===== src/rtl/simon_key_schedule_ctrl.sv =====
// Simon 32/64 key-schedule sequencer: feeds an external 2-stage round-key generator,
// captures each new round key into a 32x16 store and flags when the schedule is complete.
`timescale 1ns/1ps
module simon_key_schedule_ctrl #(
  parameter int NUM_ROUNDS = 32,
  parameter int KEY_WORDS  = 4,
  parameter int GEN_LAT    = 2
) (
  input  logic        clk,
  input  logic        rst_n,
  input  logic        key_valid,
  output logic        key_ready,
  input  logic [63:0] key,
  output logic [15:0] gen_k1,
  output logic [15:0] gen_k3,
  output logic [15:0] gen_km,
  output logic [4:0]  gen_z_idx,
  input  logic [15:0] gen_subkey,
  output logic        busy,
  output logic        done,
  output logic        keys_valid,
  input  logic [4:0]  rd_addr,
  output logic [15:0] rd_data,
  output logic [2:0]  state_dbg
);

  // Handshake: a key transfers on any rising edge where key_valid && key_ready;
  // key_valid while key_ready is low is ignored and key is not sampled.

  typedef enum logic [2:0] {IDLE, ISSUE, HOLD, CAPT, DONE} state_t;

  state_t      state_q, state_d;
  logic [4:0]  round;
  logic [1:0]  wait_cnt;
  logic [15:0] store [NUM_ROUNDS];
  logic        accept;
  logic        last_round;
  logic        hold_done;

  assign accept     = key_valid && key_ready;
  assign last_round = (round == 5'(NUM_ROUNDS - 1));
  assign hold_done  = (wait_cnt == 2'(GEN_LAT - 2));

  assign key_ready = (state_q == IDLE);
  assign busy      = (state_q == ISSUE) || (state_q == HOLD) || (state_q == CAPT);
  assign done      = (state_q == DONE);
  assign rd_data   = store[rd_addr];
  assign state_dbg = state_q;

  always_comb begin
    state_d = state_q;
    case (state_q)
      IDLE:    if (key_valid) state_d = ISSUE;
      ISSUE:   state_d = HOLD;
      HOLD:    if (hold_done) state_d = CAPT;
      CAPT:    state_d = last_round ? DONE : ISSUE;
      DONE:    state_d = IDLE;
      default: state_d = IDLE;
    endcase
  end

  always_ff @(posedge clk or negedge rst_n) begin
    if (!rst_n) begin
      state_q    <= IDLE;
      round      <= 5'd0;
      wait_cnt   <= 2'd0;
      keys_valid <= 1'b0;
      gen_k1     <= 16'd0;
      gen_k3     <= 16'd0;
      gen_km     <= 16'd0;
      gen_z_idx  <= 5'd0;
    end else begin
      state_q <= state_d;
      if (state_q == ISSUE) wait_cnt <= 2'd0;
      else if (state_q == HOLD) wait_cnt <= wait_cnt + 2'd1;
      if (accept) begin
        round      <= 5'(KEY_WORDS);
        keys_valid <= 1'b0;
        gen_k1     <= key[63:48];
        gen_k3     <= key[31:16];
        gen_km     <= key[15:0];
        gen_z_idx  <= 5'd0;
      end else if (state_q == CAPT) begin
        if (last_round) begin
          keys_valid <= 1'b1;
        end else begin
          // The key being captured this edge is k[i-1] of the next round: forward it.
          round     <= round + 5'd1;
          gen_k1    <= gen_subkey;
          gen_k3    <= store[round - 5'(KEY_WORDS - 2)];
          gen_km    <= store[round - 5'(KEY_WORDS - 1)];
          gen_z_idx <= round - 5'(KEY_WORDS - 1);
        end
      end
    end
  end

  always_ff @(posedge clk) begin
    if (accept) begin
      store[0] <= key[15:0];
      store[1] <= key[31:16];
      store[2] <= key[47:32];
      store[3] <= key[63:48];
    end else if (state_q == CAPT) begin
      store[round] <= gen_subkey;
    end
  end

endmodule

===== config.mk =====
export PLATFORM = sky130hd
export DESIGN_NAME = simon_key_schedule_ctrl
export DESIGN_NICKNAME = d
export VERILOG_FILES = /design/src/rtl/simon_key_schedule_ctrl.sv
export SDC_FILE = /design/constraint.sdc
export NUM_CORES = 1
export LEC_CHECK = 0
export CELL_PAD_IN_SITES_DETAIL_PLACEMENT = 1
export CELL_PAD_IN_SITES_GLOBAL_PLACEMENT = 1
export CORE_MARGIN = 1.5
export CORE_UTILIZATION = 53
export CTS_CLUSTER_DIAMETER = 150
export CTS_CLUSTER_SIZE = 28
export DETAILED_ROUTE_END_ITERATION = 10
export PLACE_DENSITY = 0.8
export SYNTH_ARGS = -nofsm -noshare
export SYNTH_HDL_FRONTEND = slang
export SYNTH_SLANG_ARGS = --single-unit

===== constraint.sdc =====
create_clock -name clk -period 4.54 [get_ports clk]
set_input_delay 0.454 -clock clk [delete_from_list [all_inputs] [get_ports clk]]
set_output_delay 0.454 -clock clk [all_outputs]
set_load 0.02 [all_outputs]

# Word level (Yosys, flattened, before mapping)
# Memory sizes are Yosys's and may differ from the RTL's.
# Cells that the tools add are included.
# Widths: inputs -> output; s select.
op_classes:
  n_eq_ne: 8
  reduce_logical: 12
  n_mux: 32
  add_sub_neg: 4
op_table:
  columns: ["op", "count"]
  rows:
  - ["$mux 16", 10]
  - ["$mux 5", 7]
  - ["$reduce_or 16->1", 1]
  - ["$pmux 3 s4", 1]
  - ["$sub 5x2->5 const B", 2]
  - ["$mux 1", 9]
  - ["$mux 3", 3]
  - ["$eq 3x2->1 const B", 2]
  - ["$ne 2x2->1 const B", 3]
  - ["$reduce_and 2->1", 3]
  - ["$reduce_bool 2->1", 3]
  - ["$add 5x1->5 const B", 1]
  - ["$eq 5x5->1 const B", 1]
  - ["$mux 2", 2]
  - ["$eq 3x1->1 const B", 1]
  - ["$eq 3x3->1 const B", 1]
  - ["$logic_not 3->1", 1]
  - ["$add 2x1->2 const B", 1]
  - ["$logic_not 2->1", 1]
  - ["$logic_or 1x1->1", 2]
  - ["$logic_and 1x1->1", 1]
word_totals:
  ff_bits: 64
  ramBits: 512
  elab_cells: 65
  n_memories: 1
mem_list:
  columns: ["memory", "depth", "word_bits", "rd", "rd_ports_with_merged_regs", "write_ports", "line", "source"]
  rows:
  - ["store", 32, 16, 3, 0, 4, "35", "logic [15:0] store [NUM_ROUNDS];"]

# Logic depth before layout (Yosys ltp)
# Gate-level depths: netlist of the first run.
depth:
  ltp_word: 6
  depth_mapped: 13

# Least setup slack after synthesis of the first run
# No wires, ideal clock.
synth_timing:
  path_kind: "flip-flop to flip-flop"
  startpoint: "reg gen_z_idx[1] (netlist name)"
  endpoint: "reg gen_km[0]"
  required_time_ps: 4410
  stages_incl_launch_ff: 14
  slack_ps: 1022
  setup_ps: 130
  arrival_ps: 3387
  period_less_slack_ps: 3518
  cell_sequence: "dfrtp_1 buf_2 buf_2 buf_2 buf_1 inv_1 ha_1 buf_2 buf_2 clkbuf_1 mux4_2 mux2_2 o21ai_0 o21ai_0"
synth_rtl:
  columns: ["element", "line", "source"]
  rows:
  - ["end signal, assigned", "81", "gen_km <= key[15:0];"]
  - ["end signal, assigned", "91", "gen_km <= store[round - 5'(KEY_WORDS - 1)];"]
  - ["end, declared", "16", "output logic [15:0] gen_km,"]

==> results of run 1 <==
cell families (layout without fill, tap and decap cells):
logic type / Yosys count / in the layout
AOI/OAI and AO/OA: 146 / 146
other: 0 / 2
muxes: 574 / 574
buffers and inverters: 154 / 300
and+or+nand+nor: 217 / 217
DFF: 574 / 574
adders and majority gates: 10 / 10
xor gates and xnor gates: 9 / 9
worst register-to-register path, stage by stage (launching register included):
cell	delay, ns
dfrtp_4	0.61
ha_1	0.43
or4_1	0.77
nand2_2	0.56
mux2_2	0.41
o221ai_1	0.55
o21ai_0	0.21
Yosys cell counts, drive strengths merged, types with 6 or more instances:
master   instances
edfxtp         512
o31ai           10
o221ai           7
mux4           441
nand3            9
and3            10
o22ai            9
xnor2            6
buf             71
clkbuf          76
nand2          107
mux2i           14
a22oi           50
o2111ai         11
o21ai           26
nand4           21
ha              10
mux2           119
inv              7
a211o            7
a21oi           10
nor2            50
dfrtp           62
report_power, final:
part | switching (mW) | internal (mW) | total, mW
registers | 0.00391 | 5.75 | 5.76
clock network | 1.69 | 1.06 | 2.75
logic | 0.329 | 0.305 | 0.634
per-layer routing:
| layer | vias up | GRT usage | share of wire |
|---|---|---|---|
| li1 | 7544 | - | - |
| met1 | 11000 | 0.518 | 0.36 |
| met2 | 1972 | 0.533 | 0.44 |
| met3 | 292 | 0.147 | 0.16 |
| met4 | 8 | 0.122 | 0.039 |
| met5 | - | 0 | 0.00044 |
sequential cells by signal, indices dropped and copies added, names as in the netlist:
name / cells
store: 512
gen_k1: 16
gen_k3: 16
gen_km: 16
gen_z_idx: 5
round: 3
state_dbg: 3
wait_cnt: 2
keys_valid: 1
placed cells by master, fill, tap and decap left out, types with 4 or more instances in the layout:
cell type	instances
nor3_1	4
clkbuf_1	17
mux2_2	119
o31ai_1	10
o2111ai_1	11
edfxtp_1	512
clkbuf_16	25
nor2_4	10
dfrtp_1	60
and3_1	10
a211o_1	7
nor2_2	19
clkdlybuf4s50_1	158
mux4_2	435
o221ai_1	7
a22oi_1	50
buf_4	75
a21oi_1	10
or3_1	5
mux2i_1	14
o21ai_0	26
ha_1	8
o22ai_1	9
nand3_1	9
nor2_1	21
o211ai_1	5
buf_12	12
nand2_1	106
nand4_1	21
mux4_1	6
inv_1	7
layout make-up:
cell class / instances / share of cell area
clock buffers: 42 / 0.0197
repair buffers: 250 / 0.0696
well taps: 765 / 0.0274
flip-flops and latches: 574 / 0.485
multi-input cells: 956 / 0.397
clock inverters: 1 / 0.000466
inverters: 7 / 0.000753
diodes: 2 / 0.000143
path summary, 6_finish.rpt:
path                              start      endpoint  slack, ns
max                        gen_z_idx[0]    gen_km[13]       0.86
min                               rst_n     gen_k1[2]       0.47
max reg2reg                gen_z_idx[0]    gen_km[13]       0.86
min reg2reg                   gen_k1[5]     gen_k1[5]       0.49
max in group asynchronous         rst_n  gen_z_idx[0]       3.38
min in group clk                key[57]     gen_k1[9]       0.49
==> impl_metrics.py, run 1 <==
metrics = {
    "finish": {
        "fillerInstances": 4936,
        "final-instance-count-excl-fill": 2597,
        "postLayoutCoreUtil": 0.602,
        "nNetsFinal": 1911,
        "drive_above_1_share": 0.390,
        "stdcell_area_mm2": 0.0349,
        "seqCellArea_mm2": 0.0169,
        "syn2layout_area_growth_pct": 11.4,
        "multi_input_area_mm2": 0.0139,
    },
    "synthesis": {
        "ys.flop_type": "edfxtp_1",
        "synth-xor-area-share": 0.00299,
        "synth-simple-area-share": 0.0305,
        "syn_inst": 1684,
        "synth_compound_area_frac": 0.0329,
        "netlist_area_mm2": 0.0313,
        "netlist.area_leader.share": 0.491,
        "synth_area_leaders": "edfxtp_1, mux4_2, dfrtp_1",
        "synth_top_area_cell": "edfxtp_1",
        "yosys_warnings": 0,
        "synthAdderAreaFrac": 0.00399,
        "ys_seq_area_frac": 0.540,
        "synthMuxAreaShare": 0.365,
        "async_flop_share": 0.108,
        "ys_seq_elements": 574,
        "synth.net_count": 1782,
        "synthDistinctLibCells": 48,
        "synth_edf_count": 512,
        "avgSynthCellArea_um2": 18.6,
        "synth_top_family_by_area": "multiplexers",
    },
    "floorplan": {
        "die_h_um": 246,
        "coreArea_mm2": 0.0580,
        "fp.dieArea_mm2": 0.0606,
        "start_util": 0.540,
        "io-pin-count": 164,
        "dieWidth_um": 246,
        "fp-row-count": 88,
    },
    "placed_design": {
        "port_buffers": 163,
        "placed_area_mm2": 0.0342,
        "dp_cells": 2551,
        "gp_congestion": 0.906,
        "place_hpwl_mm": 68.3,
        "pre_cts_ws_ns": 0.898,
    },
    "clocking": {
        "cts_buffer_depth": 3,
        "cts.hold.buffers_added": 1,
        "clkSinkCount": 574,
        "cts_setup_buffers": 0,
        "clk_pin_slew_ns": 0.11,
        "h-tree-depth": 1,
        "clk_latency_ns": 0.63,
        "cts-resized-gates": 0,
        "cts-root-buf": "clkbuf_16",
        "cts_made_buffers": 24,
        "cts_tree": "yes",
    },
    "run_status": {
        "status": "finished clean",
    },
    "sta": {
        "period_needed_ns": 3.68,
        "worstMarginPinSlew_ns": 1.38,
        "whs_ns": 0.471,
        "fin_crit_sh": 0.811,
        "fmax_mhz": 271,
        "maxSlewHeadroom": 0.0757,
        "setup_tns_ns": 0,
        "final_max_slew_viol_count": 0,
        "finalSetupViolations": 0,
        "finalHoldViolCount": 0,
        "rsz0062_at_grt": "false",
        "setup_ws_ns": 0.856,
        "finalClockSkew_ns": 0.0388,
    },
    "critical_path": {
        "start_kind": "flop",
        "cp_max_fo": 17,
        "arrival_ns": 4.15,
        "cp.buffers_inverters": 0,
        "cp_top_family": "simple AND/OR/NAND/NOR gates",
        "critPathMaxStageDelay_ns": 0.77,
        "reg2reg_depth": 6,
        "cp_slowest_cell": "or4_1",
        "worst-path-stages": 6,
        "crit_type": "flop to flop",
        "worst_setup_path_end_kind": "flop",
        "cp_cell_sequence": "ha_1 -> or4_1 -> nand2_2 -> mux2_2 -> o221ai_1 -> o21ai_0",
        "crit_required_ns": 5.01,
    },
    "power": {
        "power_mw": 9.14,
        "vdd_drop_max_mv": 0.296,
        "p_per_area_mw_per_mm2": 262,
        "p_leak_nw": 11.5,
    },
    "job": {
        "maxCapViolations": 0,
    },
    "routing": {
        "dr.pass1.iters": 6,
        "drcViolationCount": 0,
        "wl_mm": 110,
        "ant_nets": 0,
        "vias_per_cell": 8.00,
        "drt-initial-drc-count": 3489,
        "avgRoutedWirePerCell_um": 42.3,
        "via_count": 20800,
    },
    "global_routing": {
        "grt_usage": 0.370,
        "grt_first_pass_wirelength_mm": 157,
        "antenna_found_initial": 6,
        "overflow": 0,
        "grt_max_degree": 75,
        "grt_pass1_vias": 20900,
    },
    "worst_hold_path": {
        "hold_path_class": "input pin to async pin",
    },
}
No activity file was read; power rests on OpenSTA's default activity.
==> run 2: changes to the inputs <==
==> constraint.sdc (replaced) <==
create_clock -name clk -period 3.7 [get_ports clk]
set_input_delay 0.37 -clock clk [delete_from_list [all_inputs] [get_ports clk]]
set_output_delay 0.37 -clock clk [all_outputs]
set_load 0.02 [all_outputs]
==> impl_metrics.py, run 2 (synthesis gave the netlist of run 1 again) <==
metrics = {
    "critical_path": {
        "arrival_ns": 3.08,
        "crit_type": "flop to output pin",
        "reg2reg_depth": 8,
        "cp_max_fo": 3,
        "reg2reg_from": "gen_z_idx[1]",
        "worst-r2r-setup-slack_ns": 0.49,
        "regToRegEndpoint": "gen_k3[7]",
        "crit_required_ns": 3.33,
        "start_kind": "flop",
        "worst_setup_path_end_kind": "output pin",
    },
    "floorplan": {
        "fp-row-count": 88,
        "fp.dieArea_mm2": 0.0606,
        "dieWidth_um": 246,
        "start_util": 0.540,
        "coreArea_mm2": 0.0580,
        "io-pin-count": 164,
        "die_h_um": 246,
    },
    "global_routing": {
        "antenna_found_initial": 1,
        "grt_pass1_vias": 20800,
        "grt_max_degree": 63,
        "grt_usage": 0.363,
        "grt_first_pass_wirelength_mm": 155,
        "overflow": 0,
    },
    "sta": {
        "finalClockSkew_ns": 0.0290,
        "final_max_slew_viol_count": 0,
        "setup_tns_ns": 0,
        "finalSetupViolations": 0,
        "fin_crit_sh": 0.932,
        "worstMarginPinSlew_ns": 1.26,
        "finalHoldViolCount": 0,
        "maxSlewHeadroom": 0.155,
        "fmax_mhz": 290,
        "rsz0062_at_grt": "false",
        "period_needed_ns": 3.45,
    },
    "worst_hold_path": {
        "hold_path_class": "input pin to async pin",
    },
    "routing": {
        "via_count": 20800,
        "vias_per_cell": 7.87,
        "ant_nets": 0,
        "drt-initial-drc-count": 3267,
        "dr.pass1.iters": 7,
        "avgRoutedWirePerCell_um": 40.9,
        "drcViolationCount": 0,
        "wl_mm": 108,
    },
    "finish": {
        "stdcell_area_mm2": 0.0353,
        "layout_commonest_cell": "edfxtp_1",
        "seqCellArea_mm2": 0.0169,
        "multi_input_area_mm2": 0.0138,
        "regMostFlops": "store",
        "insertedDiodeCount": 0,
        "largest_reg_flops": 512,
        "nNetsFinal": 1955,
        "layout_common_cells": "edfxtp_1, mux4_2, clkdlybuf4s50_1",
        "fillerInstances": 4931,
        "drive_above_1_share": 0.403,
        "syn2layout_area_growth_pct": 12.8,
    },
    "clocking": {
        "clkSinkCount": 574,
        "cts_tree": "yes",
        "cts_buffer_depth": 3,
        "cts-resized-gates": 0,
        "h-tree-depth": 1,
        "cts-root-buf": "clkbuf_16",
        "cts.hold.buffers_added": 1,
        "cts_setup_buffers": 0,
        "clk_latency_ns": 0.62,
        "cts_made_buffers": 24,
        "clk_pin_slew_ns": 0.12,
    },
    "power": {
        "vdd_drop_max_mv": 0.389,
        "power_mw": 11.2,
        "p_per_area_mw_per_mm2": 317,
        "p_leak_nw": 11.8,
    },
    "job": {
        "maxCapViolations": 0,
    },
    "run_status": {
        "status": "finished clean",
    },
    "placed_design": {
        "port_buffers": 163,
        "gp_congestion": 0.949,
        "place_hpwl_mm": 72.2,
        "placed_area_mm2": 0.0346,
    },
}
-- run 2: changes by cell type in the layout (fill, tap and decap cells not counted), moves of 2 or more --
cell	before	now
buf_4	75	106
buf_12	12	25
nor2_2	19	28
nor2_4	10	1
diode_2	2	0
-- run 2: area by class of cell --
class / instances / area share
Tap cell: 765 / 0.0271
Sequential cell: 574 / 0.479
Multi-Input combinational cell: 956 / 0.390
Timing Repair Buffer: 294 / 0.0827
Inverter: 7 / 0.000744
Clock buffer: 43 / 0.0196
Clock inverter: 1 / 0.000460
-- run 2: routing by layer --
layer / routed length [µm] / vias to the layer above / global-route usage
li1: - / 7631 / -
met1: 38600 / 10900 / 0.521
met2: 47300 / 1951 / 0.522
met5: 0 / - / 0
met4: 4180 / 0 / 0.121
met3: 17800 / 283 / 0.129
-- run 2: critical path: stages, from the launching register on --
cell             delay (ns)
edfxtp_1               0.55
mux4_2                 0.58
mux4_2                 0.50
mux2_2                 0.29
clkdlybuf4s50_1        0.54
-- run 2: report_power, final --
group | total (mW) | internal (mW) | leakage (nW) | switching (mW)
clock network | 3.35 | 1.30 | 0.337 | 2.05
registers | 7.06 | 7.06 | 5.32 | 0.00507
logic | 0.800 | 0.392 | 6.12 | 0.408
total | 11.2 | 8.75 | 11.8 | 2.46
-- run 2: worst max-delay path by stage --
stage                     depth (start not counted)          end    startpoint
final                                             4  rd_data[13]  store[3][13]
after global routing                              4  rd_data[13]  store[3][13]
after CTS                                         4  rd_data[14]  store[3][14]
after detailed placement                          7  rd_data[15]    rd_addr[0]
after global placement                            7   rd_data[0]    rd_addr[0]
after floorplan                                  13    gen_km[0]  gen_z_idx[1]
-- run 2: metrics by stage --
step / setup slack (ns) / cells / hold slack (ns) / util
after floorplan: 0.182 / 1684 / 0.0744 / -
after global placement: 0.452 / 2595 / 0.457 / 0.597
after detailed placement: 0.394 / 2595 / 0.467 / 0.597
after CTS: 0.282 / 2640 / 0.392 / 0.609
after global routing: 0.225 / 2640 / 0.416 / 0.609
final: 0.253 / 2640 / 0.399 / 0.609
==> RTL change 1, RTL diff (config.mk and constraints of run 1) <==
Set the parameter `NUM_ROUNDS` to 16 (it was 32).
--- a/src/rtl/simon_key_schedule_ctrl.sv
+++ b/src/rtl/simon_key_schedule_ctrl.sv
@@ -2,7 +2,7 @@
 // captures each new round key into a 32x16 store and flags when the schedule is complete.
 `timescale 1ns/1ps
 module simon_key_schedule_ctrl #(
-  parameter int NUM_ROUNDS = 32,
+  parameter int NUM_ROUNDS = 16,
   parameter int KEY_WORDS  = 4,
   parameter int GEN_LAT    = 2
 ) (
Function: changed (Yosys sat finds a counterexample within 4 cycles, from zero or initial values and one cycle with rst_n low).
==> RTL change 1 against run 1 <==
  * Combinational power grew to 9.3 times the old value
  * Wire length down 45%
  * Count of clock-buffer cells in the layout down 18
  * Sequential power decreased by 28%
  * Sequential cell count decreased by 256
  * Design area fell by 43%
  * Die area shrank 44%
  * Worst setup slack better by 0.13 ns
  * Hold slack lost 0.41 ns
  * Power rose by 27%
  * Synthesized area down 45%
  * Largest power group is now combinational cells
==> RTL change 1: results (changes against run 1) <==
- HP Class: in -> async (unchanged)
- Vias in the first global route: 13300 (was 20900)
- Syn_nets: 1325 (was 1782)
- Startpoint class of the critical path: flip-flop (unchanged)
- Post-synth EDFFs: 256 (was 512)
- Number of buffers created by CTS: 15 (was 24)
- Slowest CP cell: and2_1 (was or4_1)
- Max IR drop VDD: 453 uV (was 296 uV)
- Worst-Skew Late Latency: 0.55 ns (was 0.63 ns)
- Initial antenna violation count: 3 (was 6)
- Flop-to-flop setup slack: 0.98 ns (was 0.86 ns)
- Max reg flops: 256 (was 512)
- Synth warnings: 0 (unchanged)
- # port buffers: 162 (was 163)
- CTS H-tree depth: 1 (unchanged)
- Worst-Margin Slew: 1.28 ns (was 1.38 ns)
- Global placer's final weighted congestion: 0.881 (was 0.906)
- FILL cells: 3058 (was 4936)
- Sequential element share of the synthesized area: 0.532 (was 0.540)
- Post-CTS Resized: 0 (unchanged)
- Ys async rst share: 0.195 (was 0.108)
- Leak: 6.92 nW (was 11.5 nW)
- Final WL: 60.5 mm (was 110 mm)
- Synth area leaders: edfxtp_1 (44%), mux4_2 (21%), dfrtp_1 (8.9%) (was edfxtp_1 (49%), mux4_2 (31%), dfrtp_1 (5.0%))
- Total track usage: 0.365 (was 0.370)
- Most frequent cells after synthesis: edfxtp_1 (256), nand2_1 (255), mux4_2 (160) (was edfxtp_1 (512), mux4_2 (435), mux2_2 (119))
- Starting DRT DRC Count: 1671 (was 3489)
- Post-CTS setup buffer count: 0 (unchanged)
- First-pass GRT wire length: 88.5 mm (was 157 mm)
- Max FO, Critical Path: 14 (was 17)
- Status: completed (unchanged)
- Via density: 7.07 (was 8.00)
- Nets@finish: 1449 (was 1911)
- Worst R2R Path Depth: 8 (was 6)
- Dpl cell area: 19500 um2 (was 34200 um2)
- Layout cells sized above 1: 0.236 (was 0.390)
- Clk_skew: 0.0353 ns (was 0.0388 ns)
- Crit path DAT: 4.01 ns (was 4.15 ns)
- Largest net degree at the start of global routing: 65 (was 75)
- Reg2reg start: gen_z_idx[0]$_DFFE_PN0P_ (unchanged)
- Dpl hpwl: 39.5 mm (was 68.3 mm)
- Yosys cell types: 37 (was 48)
==> RTL change 1: final timing paths <==
check | end
setup reg to reg | gen_k3[0]$_DFFE_PN0P_
hold reg to reg | gen_k1[1]$_DFFE_PN0P_
min in group clk | gen_k1[1]$_DFFE_PN0P_
setup / recovery | gen_k3[0]$_DFFE_PN0P_
hold / removal | gen_k1[12]$_DFFE_PN0P_
max in group asynchronous | gen_z_idx[0]$_DFFE_PN0P_
==> RTL change 1: area by class of cell <==
| type | count | area [um2] | share of cell area |
|---|---|---|---|
| Timing Repair Buffer | 209 | 2000 | 0.100 |
| Sequential cell | 318 | 9240 | 0.464 |
| Tap cell | 442 | 553 | 0.0278 |
| Clock buffer | 24 | 409 | 0.0205 |
| Antenna cell | 1 | 2.50 | 0.000126 |
| Inverter | 8 | 32.5 | 0.00163 |
| Multi-Input combinational cell | 800 | 7650 | 0.384 |
| Clock inverter | 2 | 28.8 | 0.00144 |
==> RTL change 1: report_power, final <==
group | internal [mW] | switching [mW]
logic | 2.40 | 3.48
registers | 3.71 | 0.421
clock network | 0.648 | 0.967
total | 6.76 | 4.87
==> RTL change 1: routing by layer <==
layer,GRT usage,vias to the layer above,part of all wire
met5,0,-,0.00045
met4,0.140,4,0.041
met3,0.110,173,0.13
met2,0.575,911,0.47
met1,0.479,6593,0.36
li1,-,5065,-
==> RTL change 1: cell families (layout without fill, tap and decap cells) <==
family	count (synthesis)	count (layout)	share of synthesized area
AO/OA/AOI/OAI	79	79	0.0340
AND/OR/NAND/NOR	416	416	0.106
multiplexers	289	289	0.288
buffers and inverters	110	243	0.0298
adder cells (fa/ha/maj)	9	9	0.00648
flip-flops	318	318	0.532
other	0	1	0
XOR/XNOR	7	7	0.00461
==> RTL change 1: stage by stage <==
step | hold slack, ns | setup slack, ns | std cells
6_report | 0.0633 | 0.985 | 1804
5_1_grt | 0.107 | 0.918 | 1803
4_1_cts | 0.0828 | 1.04 | 1803
3_5_place_dp | 0.468 | 1.08 | 1777
3_3_place_gp | 0.457 | 1.21 | 1777
2_1_floorplan | 0.158 | 1.79 | 1228
==> RTL change 2, RTL diff (config.mk and constraints of run 1) <==
Made on the original files. Reset style: synchronous (`rst_n`), changed in one clocked block.
--- a/src/rtl/simon_key_schedule_ctrl.sv
+++ b/src/rtl/simon_key_schedule_ctrl.sv
@@ -59,7 +59,7 @@
     endcase
   end
 
-  always_ff @(posedge clk or negedge rst_n) begin
+  always_ff @(posedge clk) begin
     if (!rst_n) begin
       state_q    <= IDLE;
       round      <= 5'd0;
Function: differs if rst_n is asserted again (counterexample within 4 cycles, from zero or initial values and one cycle with rst_n low); with rst_n held inactive, the same outputs for 4 cycles.
==> RTL change 2 against run 1 <==
  * Synthesized cell count grew 4.7%
  * Sequential cell count is the same
  * Wire length grew 0.94%
  * Design area shrank 0.51%
  * Maximum frequency shrank 7.0%
  * Global-route usage grew 0.24 points
  * Synthesized area shrank 0.38%
  * Clock skew shrank 0.0026 ns
  * Worst setup slack lost 0.28 ns
  * Highest routed layer unchanged
Power is not compared: it rests on default switching activity, and its combinational part moved more than twofold at a synthesized area within 25%.
==> RTL change 2: results (changes against run 1) <==
- Multi-input logic cell count: 1032 (was 956)
- ClkCell Share: 0.0203 (was 0.0202)
- Hold Fails Final Rpt: 0 (unchanged)
- Global placer's final weighted congestion: 0.931 (was 0.906)
- Buffering overhead: 0.0673 (was 0.0696)
- Crit path DAT: 4.39 ns (was 4.15 ns)
- Worst path max stage delay: 0.94 ns (was 0.77 ns)
- Synthesized area: 31200 um2 (was 31300 um2)
- Synth area leaders: edfxtp_1 (49%), mux4_2 (30%), mux2_2 (4.1%) (was edfxtp_1 (49%), mux4_2 (31%), dfrtp_1 (5.0%))
- Met1 Use GR: 0.522 (was 0.518)
- Area of the multi-input gates: 14100 um2 (was 13900 um2)
- WL met3: 18.0 mm (about the same)
- Slowest CP cell: ha_2 (was or4_1)
- Worst Setup SP: round[2]$_SDFFE_PN0P_ (was gen_z_idx[0]$_DFFE_PN0P_)
- Vias in the first global route: 21300 (was 20900)
- FILL cells: 4994 (was 4936)
- Total track usage: 0.372 (was 0.370)
- Largest net degree at the start of global routing: 126 (was 75)
- Routed wl met2: 49.7 mm (was 48.4 mm)
- Clk_skew: 0.0362 ns (was 0.0388 ns)
- Max reg flops: 512 (unchanged)
- Routed WL per cell: 41.6 um (was 42.3 um)
- Via density: 8.03 (was 8.00)
- Max-Slew Margin vs Limit: 0.0499 (was 0.0757)
- Max FO, Critical Path: 21 (was 17)
- Met1 wire length: 38.4 mm (was 39.0 mm)
- Most frequent cells after synthesis: edfxtp_1 (512), mux4_2 (422), nor2_1 (151) (was edfxtp_1 (512), mux4_2 (435), mux2_2 (119))
- Dpl hpwl: 72.1 mm (was 68.3 mm)
- Layout cells sized above 1: 0.367 (was 0.390)
- Met3 Use GR: 0.124 (was 0.147)
- Pre-Repair DR Iteration Count: 5 (was 6)
- First-pass GRT wire length: 159 mm (was 157 mm)
- Syn_nets: 1861 (was 1782)
- Nets@finish: 1981 (was 1911)
- Status: completed (unchanged)
- Starting DRT DRC Count: 3367 (was 3489)
- Ant diodes: 0 (was 2)
- Inverter count: 8 (was 7)
- Met2 Use GR: 0.544 (was 0.533)
- Flop-to-flop setup slack: 0.58 ns (was 0.86 ns)
- HP Class: in -> reg (was in -> async)
- Seq area share: 0.479 (was 0.485)
- Post-synth EDFFs: 512 (unchanged)
- Worst R2R Path Depth: 8 (was 6)
- Yosys cell types: 55 (was 48)
- Dpl cell area: 34000 um2 (was 34200 um2)
- Area growth from synthesis to layout: 11.3% (was 11.4%)
- Sequential element share of the synthesized area: 0.532 (was 0.540)
- Reg2reg end: gen_k3[12]$_SDFFE_PN0P_ (was gen_km[13]$_DFFE_PN0P_)
- Synth warnings: 0 (unchanged)
- Ys async rst share: 0 (was 0.108)
- Nonclk buf count: 243 (was 250)
- Initial antenna violation count: 5 (was 6)
## RTL change 2: worst max-delay path, delay by kind of cell (launching register included)
kind	cells	cell delay (ns)
adder cells (fa/ha/maj)	1	0.94
AO/OA/AOI/OAI	3	1.15
multiplexers	1	0.32
buffers and inverters	3	1.00
flip-flops	1	0.33
## RTL change 2: power breakdown
part           internal (mW)  switching [mW]  leakage [nW]
Sequential              5.87           0.141          5.14
Combinational          0.845            1.10          4.94
Clock                   1.06            1.68         0.335
Total                   7.78            2.92          10.4
## RTL change 2: per-stage QoR
stage               setup WS [ns]  hold slack [ns]  std cells   util
finish                      0.580            0.235       2665  0.600
global route                0.554            0.234       2665  0.600
CTS                         0.810            0.222       2665  0.600
detailed placement          0.848            0.475       2622  0.588
global placement            0.870            0.456       2622  0.588
floorplan                    1.54            0.553       1763      -
## RTL change 2: cells by family after synthesis
logic type,synth area share
simple gates,0.0390
mux,0.348
xor+xnor,0.00341
fa+ha+maj,0.00401
flops,0.532
buf+inv,0.0244
compound gates,0.0494
